`config.mk`:
```
export PLATFORM = sky130hd
export DESIGN_NAME = yildiz_mem_arbiter
export DESIGN_NICKNAME = d
export VERILOG_FILES = /design/src/rtl/yildiz_pkg.sv /design/src/rtl/yildiz_rr_pick.sv /design/src/rtl/yildiz_mem_arbiter.sv
export SDC_FILE = /design/constraint.sdc
export NUM_CORES = 1
export LEC_CHECK = 0
export CAP_MARGIN = 20
export CORE_MARGIN = 4
export CORE_UTILIZATION = 35
export CTS_BUF_LIST = sky130_fd_sc_hd__clkbuf_8
export CTS_CLUSTER_DIAMETER = 60
export DETAILED_ROUTE_END_ITERATION = 16
export GPL_TIMING_DRIVEN = 0
export PLACE_DENSITY = 0.74
export SYNTH_ARGS = -nofsm -noshare
export SYNTH_HDL_FRONTEND = slang
export SYNTH_SLANG_ARGS = --single-unit
```
`constraint.sdc`:
```
create_clock -name clk -period 1.7 [get_ports clk]
set_input_delay 0.34 -clock clk [delete_from_list [all_inputs] [get_ports clk]]
set_output_delay 0.34 -clock clk [all_outputs]
set_load 0.05 [all_outputs]
```
`src/rtl/yildiz_pkg.sv`:
```
// Shared types and constants for the yildiz memory arbiter.
// Holds the access FSM encoding, owner codes and default bus widths.
package yildiz_pkg;

  localparam int AW = 12;
  localparam int DW = 16;

  localparam logic OWN_CPU = 1'b0;
  localparam logic OWN_DMA = 1'b1;

  typedef enum logic [1:0] {
    ST_IDLE   = 2'd0,
    ST_ACCESS = 2'd1,
    ST_RESP   = 2'd2
  } state_e;

endpackage

```
`src/rtl/yildiz_rr_pick.sv`:
```
// Combinational two-way winner selection between CPU and DMA requesters.
// Ties alternate against the last owner unless a DMA lock is still within budget.
module yildiz_rr_pick
  import yildiz_pkg::*;
(
  input  logic c_req_i,
  input  logic d_req_i,
  input  logic last_owner_i,
  input  logic d_lock_i,
  input  logic lock_at_max_i,
  output logic winner_o
);

  // Select the winning requester for the current IDLE cycle
  always_comb begin
    winner_o = OWN_CPU;
    if (c_req_i && d_req_i) begin
      if ((last_owner_i == OWN_DMA) && d_lock_i && !lock_at_max_i) begin
        winner_o = OWN_DMA;
      end else begin
        winner_o = ~last_owner_i;
      end
    end else if (d_req_i) begin
      winner_o = OWN_DMA;
    end else begin
      winner_o = OWN_CPU;
    end
  end

endmodule

```
`src/rtl/yildiz_mem_arbiter.sv`:
```
// Shares one memory port between the CPU and a DMA requester.
// Every access runs IDLE -> ACCESS -> RESP; mem_* and ack outputs are registered.
module yildiz_mem_arbiter
  import yildiz_pkg::*;
#(
  parameter int AW       = yildiz_pkg::AW,
  parameter int DW       = yildiz_pkg::DW,
  parameter int MAX_LOCK = 4
) (
  input  logic          clk,
  input  logic          rst,
  input  logic          c_req,
  input  logic          c_we,
  input  logic [AW-1:0] c_addr,
  input  logic [DW-1:0] c_wdata,
  output logic          c_ack,
  output logic [DW-1:0] c_rdata,
  input  logic          d_req,
  input  logic          d_we,
  input  logic [AW-1:0] d_addr,
  input  logic [DW-1:0] d_wdata,
  output logic          d_ack,
  output logic [DW-1:0] d_rdata,
  input  logic          d_lock,
  output logic [AW-1:0] mem_addr,
  output logic [DW-1:0] mem_wdata,
  output logic          mem_we,
  input  logic [DW-1:0] mem_rdata,
  output logic          owner,
  output logic          busy
);

  localparam int LW = $clog2(MAX_LOCK + 1);
  localparam logic [LW-1:0] LOCK_MAX = LW'(MAX_LOCK);

  state_e        state_q;
  logic [LW-1:0] lock_cnt_q;
  logic [LW-1:0] lock_cnt_d;
  logic          owner_q;
  logic          acc_we_q;
  logic          mem_we_q;
  logic          c_ack_q;
  logic          d_ack_q;
  logic          busy_q;
  logic [AW-1:0] addr_q;
  logic [DW-1:0] wdata_q;
  logic          winner_s;
  logic          lock_at_max_s;

  assign lock_at_max_s = (lock_cnt_q >= LOCK_MAX);

  yildiz_rr_pick u_pick (
    .c_req_i       (c_req),
    .d_req_i       (d_req),
    .last_owner_i  (owner_q),
    .d_lock_i      (d_lock),
    .lock_at_max_i (lock_at_max_s),
    .winner_o      (winner_s)
  );

  // Lock budget after a grant; saturates so a lone locked DMA cannot wrap it
  always_comb begin
    lock_cnt_d = {LW{1'b0}};
    if ((winner_s == OWN_DMA) && d_lock) begin
      if (lock_cnt_q != LOCK_MAX) begin
        lock_cnt_d = lock_cnt_q + LW'(1);
      end else begin
        lock_cnt_d = lock_cnt_q;
      end
    end else begin
      lock_cnt_d = {LW{1'b0}};
    end
  end

  // Access sequencer: grant, latch, drive memory, then acknowledge
  always_ff @(posedge clk or negedge rst) begin
    if (!rst) begin
      state_q    <= ST_IDLE;
      lock_cnt_q <= {LW{1'b0}};
      owner_q    <= OWN_DMA;
      acc_we_q   <= 1'b0;
      mem_we_q   <= 1'b0;
      c_ack_q    <= 1'b0;
      d_ack_q    <= 1'b0;
      busy_q     <= 1'b0;
      addr_q     <= {AW{1'b0}};
      wdata_q    <= {DW{1'b0}};
    end else begin
      case (state_q)
        ST_IDLE: begin
          c_ack_q <= 1'b0;
          d_ack_q <= 1'b0;
          if (c_req || d_req) begin
            state_q    <= ST_ACCESS;
            busy_q     <= 1'b1;
            owner_q    <= winner_s;
            lock_cnt_q <= lock_cnt_d;
            if (winner_s == OWN_DMA) begin
              addr_q   <= d_addr;
              wdata_q  <= d_wdata;
              acc_we_q <= d_we;
              mem_we_q <= d_we;
            end else begin
              addr_q   <= c_addr;
              wdata_q  <= c_wdata;
              acc_we_q <= c_we;
              mem_we_q <= c_we;
            end
          end else begin
            mem_we_q <= 1'b0;
            busy_q   <= 1'b0;
          end
        end
        ST_ACCESS: begin
          state_q  <= ST_RESP;
          mem_we_q <= 1'b0;
          c_ack_q  <= (owner_q == OWN_CPU);
          d_ack_q  <= (owner_q == OWN_DMA);
        end
        ST_RESP: begin
          state_q <= ST_IDLE;
          c_ack_q <= 1'b0;
          d_ack_q <= 1'b0;
          busy_q  <= 1'b0;
        end
        default: begin
          state_q  <= ST_IDLE;
          mem_we_q <= 1'b0;
          c_ack_q  <= 1'b0;
          d_ack_q  <= 1'b0;
          busy_q   <= 1'b0;
        end
      endcase
    end
  end

  assign mem_addr  = addr_q;
  assign mem_wdata = wdata_q;
  assign mem_we    = mem_we_q;
  assign c_ack     = c_ack_q;
  assign d_ack     = d_ack_q;
  assign owner     = owner_q;
  assign busy      = busy_q;

  // Read data reaches a requester only during its own read acknowledge
  assign c_rdata = (c_ack_q && !acc_we_q) ? mem_rdata : {DW{1'b0}};
  assign d_rdata = (d_ack_q && !acc_we_q) ? mem_rdata : {DW{1'b0}};

endmodule

```
# Word level (Yosys, flattened, before mapping)
# Cells that the tools add are included.
dict set report op_classes {
  n_eq_ne 5
  magnitude_cmp 1
  n_addsub 1
  muxes 18
  bitwise 1
  n_reduce_logical 12
}
# cell count
set ops {}
lappend ops {{2-to-1 mux 16 bit} 3}
lappend ops {{2-to-1 mux 12 bit} 1}
lappend ops {{2-to-1 mux 1 bit} 8}
lappend ops {{logical AND 1 bit} 6}
lappend ops {{2-to-1 mux 3 bit} 2}
lappend ops {{case mux 1 bit (2 select lines)} 2}
lappend ops {{case mux 2 bit (2 select lines)} 1}
lappend ops {{adder 3 x 1 -> 3 bit (second input constant)} 1}
lappend ops {{greater-or-equal comparator 3 bit (second input constant)} 1}
lappend ops {{!= test 3 bit (second input constant)} 1}
lappend ops {{AND reduction 3 bit} 1}
lappend ops {{equality test 2 x 1 -> 1 bit (second input constant)} 1}
lappend ops {{equality test 2 bit (second input constant)} 1}
lappend ops {{zero test 1 bit} 2}
lappend ops {{zero test 2 bit} 1}
lappend ops {{2-to-1 mux 2 bit} 1}
lappend ops {{!= test 2 x 1 -> 1 bit (second input constant)} 1}
lappend ops {{!= test 2 bit (second input constant)} 1}
lappend ops {{AND reduction 2 bit} 1}
lappend ops {{logical OR 1 bit} 1}
lappend ops {{inverter 1 bit} 1}
dict set report totals {
  output_inout_bits 65
  reg_bits 39
  word_cells 48
  inputBits 79
}

# Logic depth before layout (Yosys ltp)
# Gate-level depths: netlist of the first run.
dict set report logic_depth {
  depth_word 8
  ltp_mapped 6
  ltp_nobuf 5
}

# Cells and area by module
# From an unflattened synthesis of the first run, not the netlist that was laid out.
dict set report hier_totals {
  cells_unflattened 205
  hier_area_um2 2175.8
}
# mod n_inst seq_area_each_um2 cells_per_inst area_per_inst_um2
set by_module_without_submodules {}
lappend by_module_without_submodules {yildiz_mem_arbiter 1 977.2 202 2159.6}
lappend by_module_without_submodules {yildiz_rr_pick 1 0.0 3 16.3}

# Least setup slack after synthesis of the first run
# Ideal clock, no wire load.
dict set report synth_path {
  path_type {reg2out}
  startpoint {reg c_ack_q (netlist: c_ack)}
  endpoint {out c_rdata[10]}
  path_stages_with_launch 4
  slack_ns -0.220
  path_buffers 1
  t_required_ns 1.360
  arrival_time_ns 1.580
  cell_sequence {dfrtp_1 nor2b_1 clkbuf_1 and2_1}
}
dict set report synth_via {
  elab_chain_cells 2
}
# item line
set synth_lines {}
lappend synth_lines {{from (decl)} yildiz_mem_arbiter.sv:42} ;# logic c_ack_q;
lappend synth_lines {{from (signal assigned)} yildiz_mem_arbiter.sv:117} ;# c_ack_q <= (owner_q == OWN_CPU);
lappend synth_lines {{logical AND 1 bit} yildiz_mem_arbiter.sv:146} ;# assign c_rdata = (c_ack_q && !acc_we_q) ? mem_rdata : {DW{1'b0}};
lappend synth_lines {{2-to-1 mux 16 bit} yildiz_mem_arbiter.sv:146}
lappend synth_lines {{to (decl)} yildiz_mem_arbiter.sv:17} ;# output logic [DW-1:0] c_rdata,
# Every way passes these cells.

# Worst setup path after layout of the first run
dict set report layout_path {
  startpoint {reg acc_we_q}
  endpoint {out d_rdata[5]}
}
dict set report layout_via {
  elab_chain_cells 3
}
# item line
set layout_lines {}
lappend layout_lines {{from (decl)} yildiz_mem_arbiter.sv:40} ;# logic acc_we_q;
lappend layout_lines {{from (signal assigned)} yildiz_mem_arbiter.sv:101} ;# acc_we_q <= d_we;
lappend layout_lines {{from (signal assigned)} yildiz_mem_arbiter.sv:106} ;# acc_we_q <= c_we;
lappend layout_lines {{zero test 1 bit} yildiz_mem_arbiter.sv:147} ;# assign d_rdata = (d_ack_q && !acc_we_q) ? mem_rdata : {DW{1'b0}};
lappend layout_lines {{logical AND 1 bit} yildiz_mem_arbiter.sv:147}
lappend layout_lines {{2-to-1 mux 16 bit} yildiz_mem_arbiter.sv:147}
lappend layout_lines {{to (decl)} yildiz_mem_arbiter.sv:23} ;# output logic [DW-1:0] d_rdata,
# Every way passes these cells.

==> metrics.csv, run 1 <==
stage;metric;value;unit
run_status;status;complete, but fails checks;
run_status;failing checks;setup timing;
global_routing;GRT Residual Overflow;0;
die;number of I/O pins;144;
clocking;Clock Path Buffers;2;
global_routing;largest net degree at the start of global routing;40;
sta;final hold vios;0;
cells_and_area;Syn-to-layout area delta;73.5;%
cells_and_area;register area;981;µm²
run;max-cap viol count;0;
worst_setup_path;Arr. time, crit path;1.40;ns
routing;final wirelength;8710;µm
global_routing;global routing met2 resource utilization;33.9;%
yosys;Synth Register Bits;39;
routing;via/cell ratio;5.52;
yosys;prevailing post-synth register cell;dfrtp_1;
clocking;CTS tree;built;
global_routing;grt met3 use;4.56;%
worst_setup_path;worst r2r path cells;4;
clocking;Clk pin slew, worst setup/hold paths;0.08;ns
die;Starting Density;35.8;%
sta;PnR worst setup slack;-0.0442;ns
yosys;synth unique cells;31;
global_routing;vias in the first global route;2729;
sta;Final Skew;0.0109;ns
hold_path;worst min-delay path class;input pin to asynchronous set/reset pin;
sta;fmax;573;MHz
clocking;H-tree levels;2;
clocking;clk sinks;39;
routing;per-cell routed wire length;17.9;µm
yosys;Synth top area share;39.3;%
yosys;area leader, netlist;dfrtp_1;
place;Detail Placement HPWL;6410;µm
die;Chip Width;91.2;µm
die;Die ar.;0.00831;mm²
place;pre-CTS setup slack;-0.703;ns
yosys;synthesized area per cell;9.53;µm²
die;Cell Rows;30;
global_routing;Most Used Layer, Global Route;met2;
yosys;dominant cells by area after synthesis;dfrtp_1, o211ai_1, and2_1;
sta;Max-slew headroom;41.4;%
worst_setup_path;worst-path maximum fanout;8;
sta;unrepaired setup endpoints after global routing;true;
routing;DRC;0;
yosys;cells after synthesis;254;
worst_setup_path;CP Capture Type;primary output;
worst_setup_path;reg-to-reg slack, setup;0.11;ns
power;pwr/cell area;1730;mW/mm²
global_routing;initial antenna violation count;0;
power;Max IR drop VDD;0.000812;V
yosys;sequential-to-total area share from yosys stat;40.4;%
place;Final GP Congestion;0.822;
cells_and_area;layout cell share with drive strength beyond 1;25.4;%
worst_setup_path;RR Endpoint;acc_we_q$_DFFE_PN0P_;
routing;antenna viol nets, final;0;
sta;Tmin final;1.74;ns
worst_setup_path;CP Launch Type;register;
sta;Worst-Margin Slew;0.879;ns
cells_and_area;# diodes;0;
worst_setup_path;CP required;1.36;ns
clocking;# hold bufs at CTS;0;
sta;fin crit share;103;%
global_routing;gr usage total;20.7;%
routing;via count;2681;
clocking;CTS root buffer;clkbuf_8;
global_routing;first-pass GRT wire length;14000;µm
worst_setup_path;RR Startpoint;state_q[0]$_DFFE_PN0P_;
die;DIE HEIGHT;91.2;µm
yosys;Mapped Nets;335;
routing;1st-iter DRT viols;142;
routing;drt first pass iters;4;
yosys;Post-synth ARST share;100;%
cells_and_area;Fill cells;573;
cells_and_area;final core occ;62.1;%
worst_setup_path;CP Cell Sequence;nor2b_4 -> buf_8 -> and2_4 -> buf_8;
worst_setup_path;Largest stage delay, worst path;0.44;ns
worst_setup_path;CP most frequent cell;buf_8;
sta;fin. max-slew vios;0;
worst_setup_path;crit path kind;register to primary output;
global_routing;met1 usage;28.0;%
yosys;yosys warns;0;
worst_setup_path;CP max-delay cell;dfrtp_2;
clocking;clk_lat worst skew;0.30;ns
cells_and_area;multi-input logic area;0.00133;mm²
place;IO buf count;142;
yosys;number of enable flip-flop cells after synthesis;0;
clocking;number of buffers created by CTS;5;
die;Placeable Area;0.00676;mm²
power;Leak Pwr;1.71;nW
cells_and_area;Nets;486;
yosys;synthesized area;0.00242;mm²
sta;Setup Viol. Count Final;15;
[cells in the mapped netlist (3+ instances only)]
master,count
dfrtp_1,38
and2_1,33
nand3_1,31
o211ai_1,31
o21ai_1,21
o2111ai_1,20
clkbuf_1,13
o2111ai_2,10
o21ai_0,9
buf_2,8
buf_4,4
nor2b_1,4
buf_1,3
buf_6,3
nand2_1,3
nor2_4,3
[registers in the layout, indices dropped and copies added, names as in the netlist]
signal / flops
acc_we_q: 1
busy: 1
c_ack: 1
d_ack: 1
lock_cnt_q: 3
mem_addr: 12
mem_wdata: 16
mem_we: 1
owner: 1
state_q: 2
[cell usage in the layout, fill, tap and decap left out, drive strengths merged, types with 2 or more instances in the layout]
cell / n
nor2: 3
nor2b: 5
nand2: 3
o2111ai: 30
and3: 2
o21ai: 30
or2: 2
clkbuf: 18
o211ai: 31
dlygate4sd2: 32
buf: 54
clkdlybuf4s50: 76
nand4: 2
inv: 2
dfrtp: 38
nand3: 31
and2: 33
ha: 2
[stage by stage]
stage	setup TNS [ns]	power, mW	std cells	hold slack (ns)	cell area [µm²]
6_report	-0.402	7.24	486	0.153	4200
3_3_place_gp	-46.47	6.44	476	0.465	3970
2_1_floorplan	0	4.84	254	0.0444	2450
5_1_grt	-1.90	7.67	486	0.231	4200
3_5_place_dp	-21.00	6.51	476	0.470	3960
4_1_cts	-0.900	7.20	486	0.190	4120
[final cells by class]
class	instances	area share, %
tap	80	2.38
inverter	2	0.179
multi-input combinational	182	31.6
buffer	31	4.47
timing repair buffer	144	35.2
sequential	39	23.4
clock inverter	2	0.835
clock buffer	6	1.97
[routing by layer]
metal / up-vias / share of wire, %
met4: 0 / 0.83
met2: 148 / 49
met1: 1250 / 42
met3: 8 / 8.0
li1: 1275 / -
met5: - / 0
[cell families (layout without fill, tap and decap cells)]
group,count (synthesis),count (layout),share of synthesized area (%)
compound gates,97,97,31.0
fa+ha+maj,2,2,1.03
buf+inv,33,185,7.08
flops,39,39,40.4
mux,1,1,0.465
simple gates,82,82,20.1
[what timing repair did]
item                                    CTS  global route
gates cloned                              1             0
buffers inserted                          1             0
resized for setup                       270            38
endpoints found under the setup margin   65            34
pin swaps                                10             0
[power breakdown]
part	internal, mW	leakage, nW	total, mW	switching [mW]
sequential	1.39	0.477	1.66	0.274
combinational	1.56	1.17	4.77	3.21
clock	0.475	0.0612	0.815	0.340
total	3.42	1.71	7.24	3.82
[worst max-delay path, delay by kind of cell, from the launching register on]
| family | cells | cell delay, ns |
|---|---|---|
| flops | 1 | 0.44 |
| simple gates | 2 | 0.38 |
| buf+inv | 2 | 0.29 |
[how the worst max path moves through the flow]
stage | startpoint | end | slack (ns) | cells past startpoint
after global routing | acc_we_q$_DFFE_PN0P_ | d_rdata[11] | -0.11 | 4
after floorplan | c_ack$_DFF_PN0_ | c_rdata[10] | 0.03 | 3
final | acc_we_q$_DFFE_PN0P_ | d_rdata[5] | -0.04 | 4
after detailed placement | acc_we_q$_DFFE_PN0P_ | c_rdata[11] | -0.70 | 4
after CTS | acc_we_q$_DFFE_PN0P_ | c_rdata[13] | -0.06 | 4
after global placement | rst | d_ack$_DFF_PN0_ | -0.85 | 1
(Power assumes the default switching activity.)
==> inputs of run 2 (changes only) <==
--- a/config.mk
+++ b/config.mk
@@ -8,7 +8,7 @@
 export CAP_MARGIN = 20
 export CORE_MARGIN = 4
 export CORE_UTILIZATION = 35
-export CTS_BUF_LIST = sky130_fd_sc_hd__clkbuf_8
+export CTS_BUF_LIST = sky130_fd_sc_hd__clkbuf_4 sky130_fd_sc_hd__clkbuf_8
 export CTS_CLUSTER_DIAMETER = 60
 export DETAILED_ROUTE_END_ITERATION = 16
 export GPL_TIMING_DRIVEN = 0
==> results of run 2 <==
The final DEF is identical to that of run 1; final timing and power are the same.
==> inputs of run 3 (changes only) <==
--- a/config.mk
+++ b/config.mk
@@ -12,6 +12,7 @@
 export CTS_CLUSTER_DIAMETER = 60
 export DETAILED_ROUTE_END_ITERATION = 16
 export GPL_TIMING_DRIVEN = 0
+export HOLD_SLACK_MARGIN = 0.15
 export PLACE_DENSITY = 0.74
 export SYNTH_ARGS = -nofsm -noshare
 export SYNTH_HDL_FRONTEND = slang
==> results of run 3 <==
The final DEF is identical to that of run 1; final timing and power are the same.
==> variant 1: new RTL, flow settings as in run 1 <==
Re-encode `state_e` (3 states) as one-hot, 3 bits wide.
--- a/src/rtl/yildiz_pkg.sv
+++ b/src/rtl/yildiz_pkg.sv
@@ -10,6 +10,6 @@
 
-  typedef enum logic [1:0] {
-    ST_IDLE   = 2'd0,
-    ST_ACCESS = 2'd1,
-    ST_RESP   = 2'd2
+  typedef enum logic [2:0] {
+    ST_IDLE   = 3'b001,
+    ST_ACCESS = 3'b010,
+    ST_RESP   = 3'b100
   } state_e;
Check against the original RTL: same outputs for any inputs over 10 cycles, from zero or initial values and one cycle with rst low; not proved beyond that.
==> variant 1 against run 1 <==
- the flow still finishes with violations (negative setup slack)
- register-to-register slack better by 100 ps
- sequential cell count up 1
- non-clock buffer count down 11
- clock power down 20%
- design area down 5.5%
- worst setup slack better by 1.7 ps
- wire length down 13%
- area after synthesis down 13%
- total power down 12%
- synthesized cell count down 6.7%
- largest power group unchanged
==> variant 1: results (changes against run 1) <==
outcome: "finished, violations left"
grt_pass1_vias: 2181  # -20%
syn_nets: 318  # -5.1%
fillers: 461  # -20%
synthAdderAreaFrac: 0.0119  # +0.00159
dp_cells: 453  # -4.8%
syn_inst: 237  # -6.7%
layout.cells.non_filler: 467  # -3.9%
vdd.ir_drop.worst_mv: 0.969  # +19%
tightestPinTransition_ps: 547  # -332 ps
fin_ws_ps: -42.5  # +1.71 ps
synthDistinctLibCells: 32  # +3.2%
yosys-top-cells-count: "a21oi_1 (58), dfrtp_1 (38), and2_1 (33), nand2_1 (33), nor2_1 (30)"
switchingPower_mw: 3.29  # -14%
p_leak_nw: 1.77  # +3.7%
first_iter_violations: 61  # -57%
portBuffers: 143  # +0.70%
fin_skew_ps: 8.57  # -2.35 ps
synth_compound_area_frac: 0.192  # -0.118
muxShareOfSynthArea: 0.00477  # +0.000120
post_synth_main_area_contributors: "dfrtp_1 (45%), a21oi_1 (14%), and2_1 (9.8%), nand2_1 (5.9%), nor2_1 (5.4%)"
post-place-ws_ps: -687  # +15.8 ps
seq_area_frac_synth: 0.479  # +0.0747
violations: "negative setup slack"
setup_violations: 23  # +8
## variant 1: cell types whose count changed in the layout (fill, tap and decap cells not counted), sizes merged, moves of 4 or more
cell,change
o21ai,-25
clkbuf,-11
inv,+4
nor2,+28
o2111ai,-30
nand2,+31
o211ai,-30
nand3,-30
a21oi,+58
## variant 1: path summary, 6_finish.rpt
path | startpoint | endpoint | slack [ps]
max | acc_we_q | d_rdata[13] | -40
min | rst | mem_wdata[11] | 370
max reg2reg | owner | mem_addr[1] | 210
min reg2reg | busy | busy | 480
max in group asynchronous | rst | state_q[0] | 850
min in group clk | busy | busy | 480
## variant 1: critical path, delay by kind of cell (launching register included)
family	cells	cell delay, ps
buffers and inverters	2	290
AND/OR/NAND/NOR	2	370
flip-flops	1	450
## variant 1: per-layer routing
| metal | global-route usage | share of wire | wire [um] | vias up |
|---|---|---|---|---|
| met3 | 0.0476 | 0.072 | 540 | 14 |
| met2 | 0.336 | 0.51 | 3830 | 98 |
| met1 | 0.236 | 0.40 | 3000 | 1065 |
| met4 | 0.0734 | 0.022 | 166 | 0 |
| li1 | - | - | - | 1097 |
| met5 | 0 | 0 | 0 | - |
## variant 1: repair_timing
action / in CTS / in global routing
setup buffers: 0 / 3
hold buffers: 1 / 0
pin swaps: 16 / 2
resized for setup: 294 / 26
hold endpoints to repair: 3 / 0
endpoints found under the setup margin: 65 / 31
cloned: 2 / 0
## variant 1: layout make-up
class | instances | area [sq um] | share of cell area
Clock inverter | 2 | 7.51 | 0.00189
Buffer | 14 | 135 | 0.0341
Clock buffer | 6 | 82.6 | 0.0208
Timing Repair Buffer | 150 | 1590 | 0.401
Tap cell | 72 | 90.1 | 0.0227
Multi-Input combinational cell | 179 | 1040 | 0.261
Sequential cell | 40 | 1010 | 0.254
Inverter | 4 | 17.5 | 0.00442
## variant 1: power groups by stage
| stage | clock network, mW | registers (mW) | logic [mW] |
|---|---|---|---|
| final | 0.654 | 1.68 | 4.05 |
| after global routing | 0.714 | 1.75 | 4.31 |
| after CTS | 0.663 | 1.69 | 4.02 |
| after detailed placement | 0 | 1.70 | 4.16 |
| after global placement | 0 | 1.69 | 4.10 |
| after floorplan | 0 | 2.99 | 1.43 |
## variant 1: kinds of logic (layout without fill, tap and decap cells)
logic type	count (synthesis)	count (layout)
AND/OR/NAND/NOR	107	107
adder cells (fa/ha/maj)	2	2
multiplexers	1	1
buffers and inverters	18	176
AO/OA/AOI/OAI	69	69
flip-flops	40	40
==> variant 2: new RTL, settings of run 1 <==
Made on the original files. Set the parameter `MAX_LOCK` to 2 (it was 4).
--- a/src/rtl/yildiz_mem_arbiter.sv
+++ b/src/rtl/yildiz_mem_arbiter.sv
@@ -7,3 +7,3 @@
   parameter int DW       = yildiz_pkg::DW,
-  parameter int MAX_LOCK = 4
+  parameter int MAX_LOCK = 2
 ) (
Formal check against the unedited RTL: not equivalent (Yosys sat finds a counterexample within 10 cycles, from zero or initial values and one cycle with rst low).
==> variant 2 against run 1 <==
- fmax about the same
- design area is 8.4% lower
- sequential share of layout area up 1.5 points
- total power fell by 9.7%
- clock power down 20%
- wire length down 23%
- worst setup slack is essentially flat
- sequential cell count down 1
- area after synthesis fell by 21%
- the run still ends with negative setup slack left
==> variant 2: results (changes against run 1) <==
p_int_mw: 3.15  # -7.9%
dp_cells: 407  # -14%
grt_max_degree: 39  # -2.5%
violations: "negative setup slack"
slew_headroom: 0.444  # +0.0302
reg2reg_slack_ps: 30  # -80 ps
holdWs_ps: 148  # -5.56 ps
grt_first_pass_wirelength_mm: 9.76  # -30%
reg2reg_to: "lock_cnt_q[1]"
dp_hpwl_mm: 4.89  # -24%
finalSetupTns_ps: -474  # -72.6 ps
p_leak_nw: 1.83  # +7.3%
rr_startpoint: "lock_cnt_q[0]"
outcome: "finished, violations left"
setup_violations: 18  # +3
wl_per_cell_um: 15.8  # -12%
portBuffers: 143  # +0.70%
area_growth_syn_to_layout_pct: 102
routed_via_density: 4.73  # -14%
fin_ws_ps: -44.0  # +0.239 ps
gp_congestion: 0.723  # -12%
grt_usage: 0.196  # -0.0113
syn_nets: 274  # -18%
placed_area_sq_um: 3450  # -13%
fin_skew_ps: 2.94  # -7.98 ps
synth_area_per_cell_sq_um: 9.80  # +2.9%
-- variant 2: worst max-delay path by stage --
stage             endpoint  startpoint  slack (ps)  cells after the start
2_1_floorplan       mem_we       owner          30                      5
3_3_place_gp         c_ack         rst        -750                      1
3_5_place_dp   c_rdata[12]    acc_we_q        -710                      4
4_1_cts        c_rdata[12]    acc_we_q        -110                      4
5_1_grt        d_rdata[10]    acc_we_q        -110                      4
6_report       d_rdata[14]    acc_we_q         -40                      4
-- variant 2: power by group through the flow --
stage	Combinational, mW	Sequential [mW]	Clock (mW)
floorplan	1.34	2.90	0
global placement	4.12	1.59	0
detailed placement	4.14	1.60	0
CTS	4.09	1.59	0.674
global route	4.58	1.65	0.709
finish	4.31	1.58	0.651
-- variant 2: cell type report --
type,count,share of cell area
repair buffers,151,0.416
multi-input cells,140,0.258
flip-flops and latches,38,0.249
plain buffers,12,0.0264
well taps,70,0.0228
clock buffers,6,0.0215
inverters,4,0.00390
clock inverters,2,0.00325
-- variant 2: routing by layer --
| metal | vias up | track usage | part of all wire | wire length [um] |
|---|---|---|---|---|
| met1 | 914 | 0.193 | 0.36 | 2380 |
| li1 | 963 | - | - | - |
| met4 | 0 | 0.0598 | 0.011 | 76 |
| met2 | 116 | 0.340 | 0.47 | 3150 |
| met5 | - | 0 | 0 | 0 |
| met3 | 6 | 0.123 | 0.16 | 1070 |
-- variant 2: logic make-up after synthesis --
kind of cell               after synthesis  share of synthesized area
AOI/OAI and AO/OA                       35                     0.0954
adders and majority gates                1                    0.00658
buffers and inverters                   16                     0.0381
DFF                                     38                      0.501
muxes                                   30                      0.158
and+or+nand+nor                         74                      0.201
-- variant 2: repair_timing --
| item | 4_1_cts | 5_1_grt |
|---|---|---|
| pin swaps | 17 | 2 |
| resized for setup | 290 | 58 |
| cloned | 2 | 2 |
| hold endpoints to repair | 0 | 0 |
| hold buffers | 0 | 0 |
| buffers inserted | 0 | 4 |
| setup endpoints to repair | 65 | 66 |
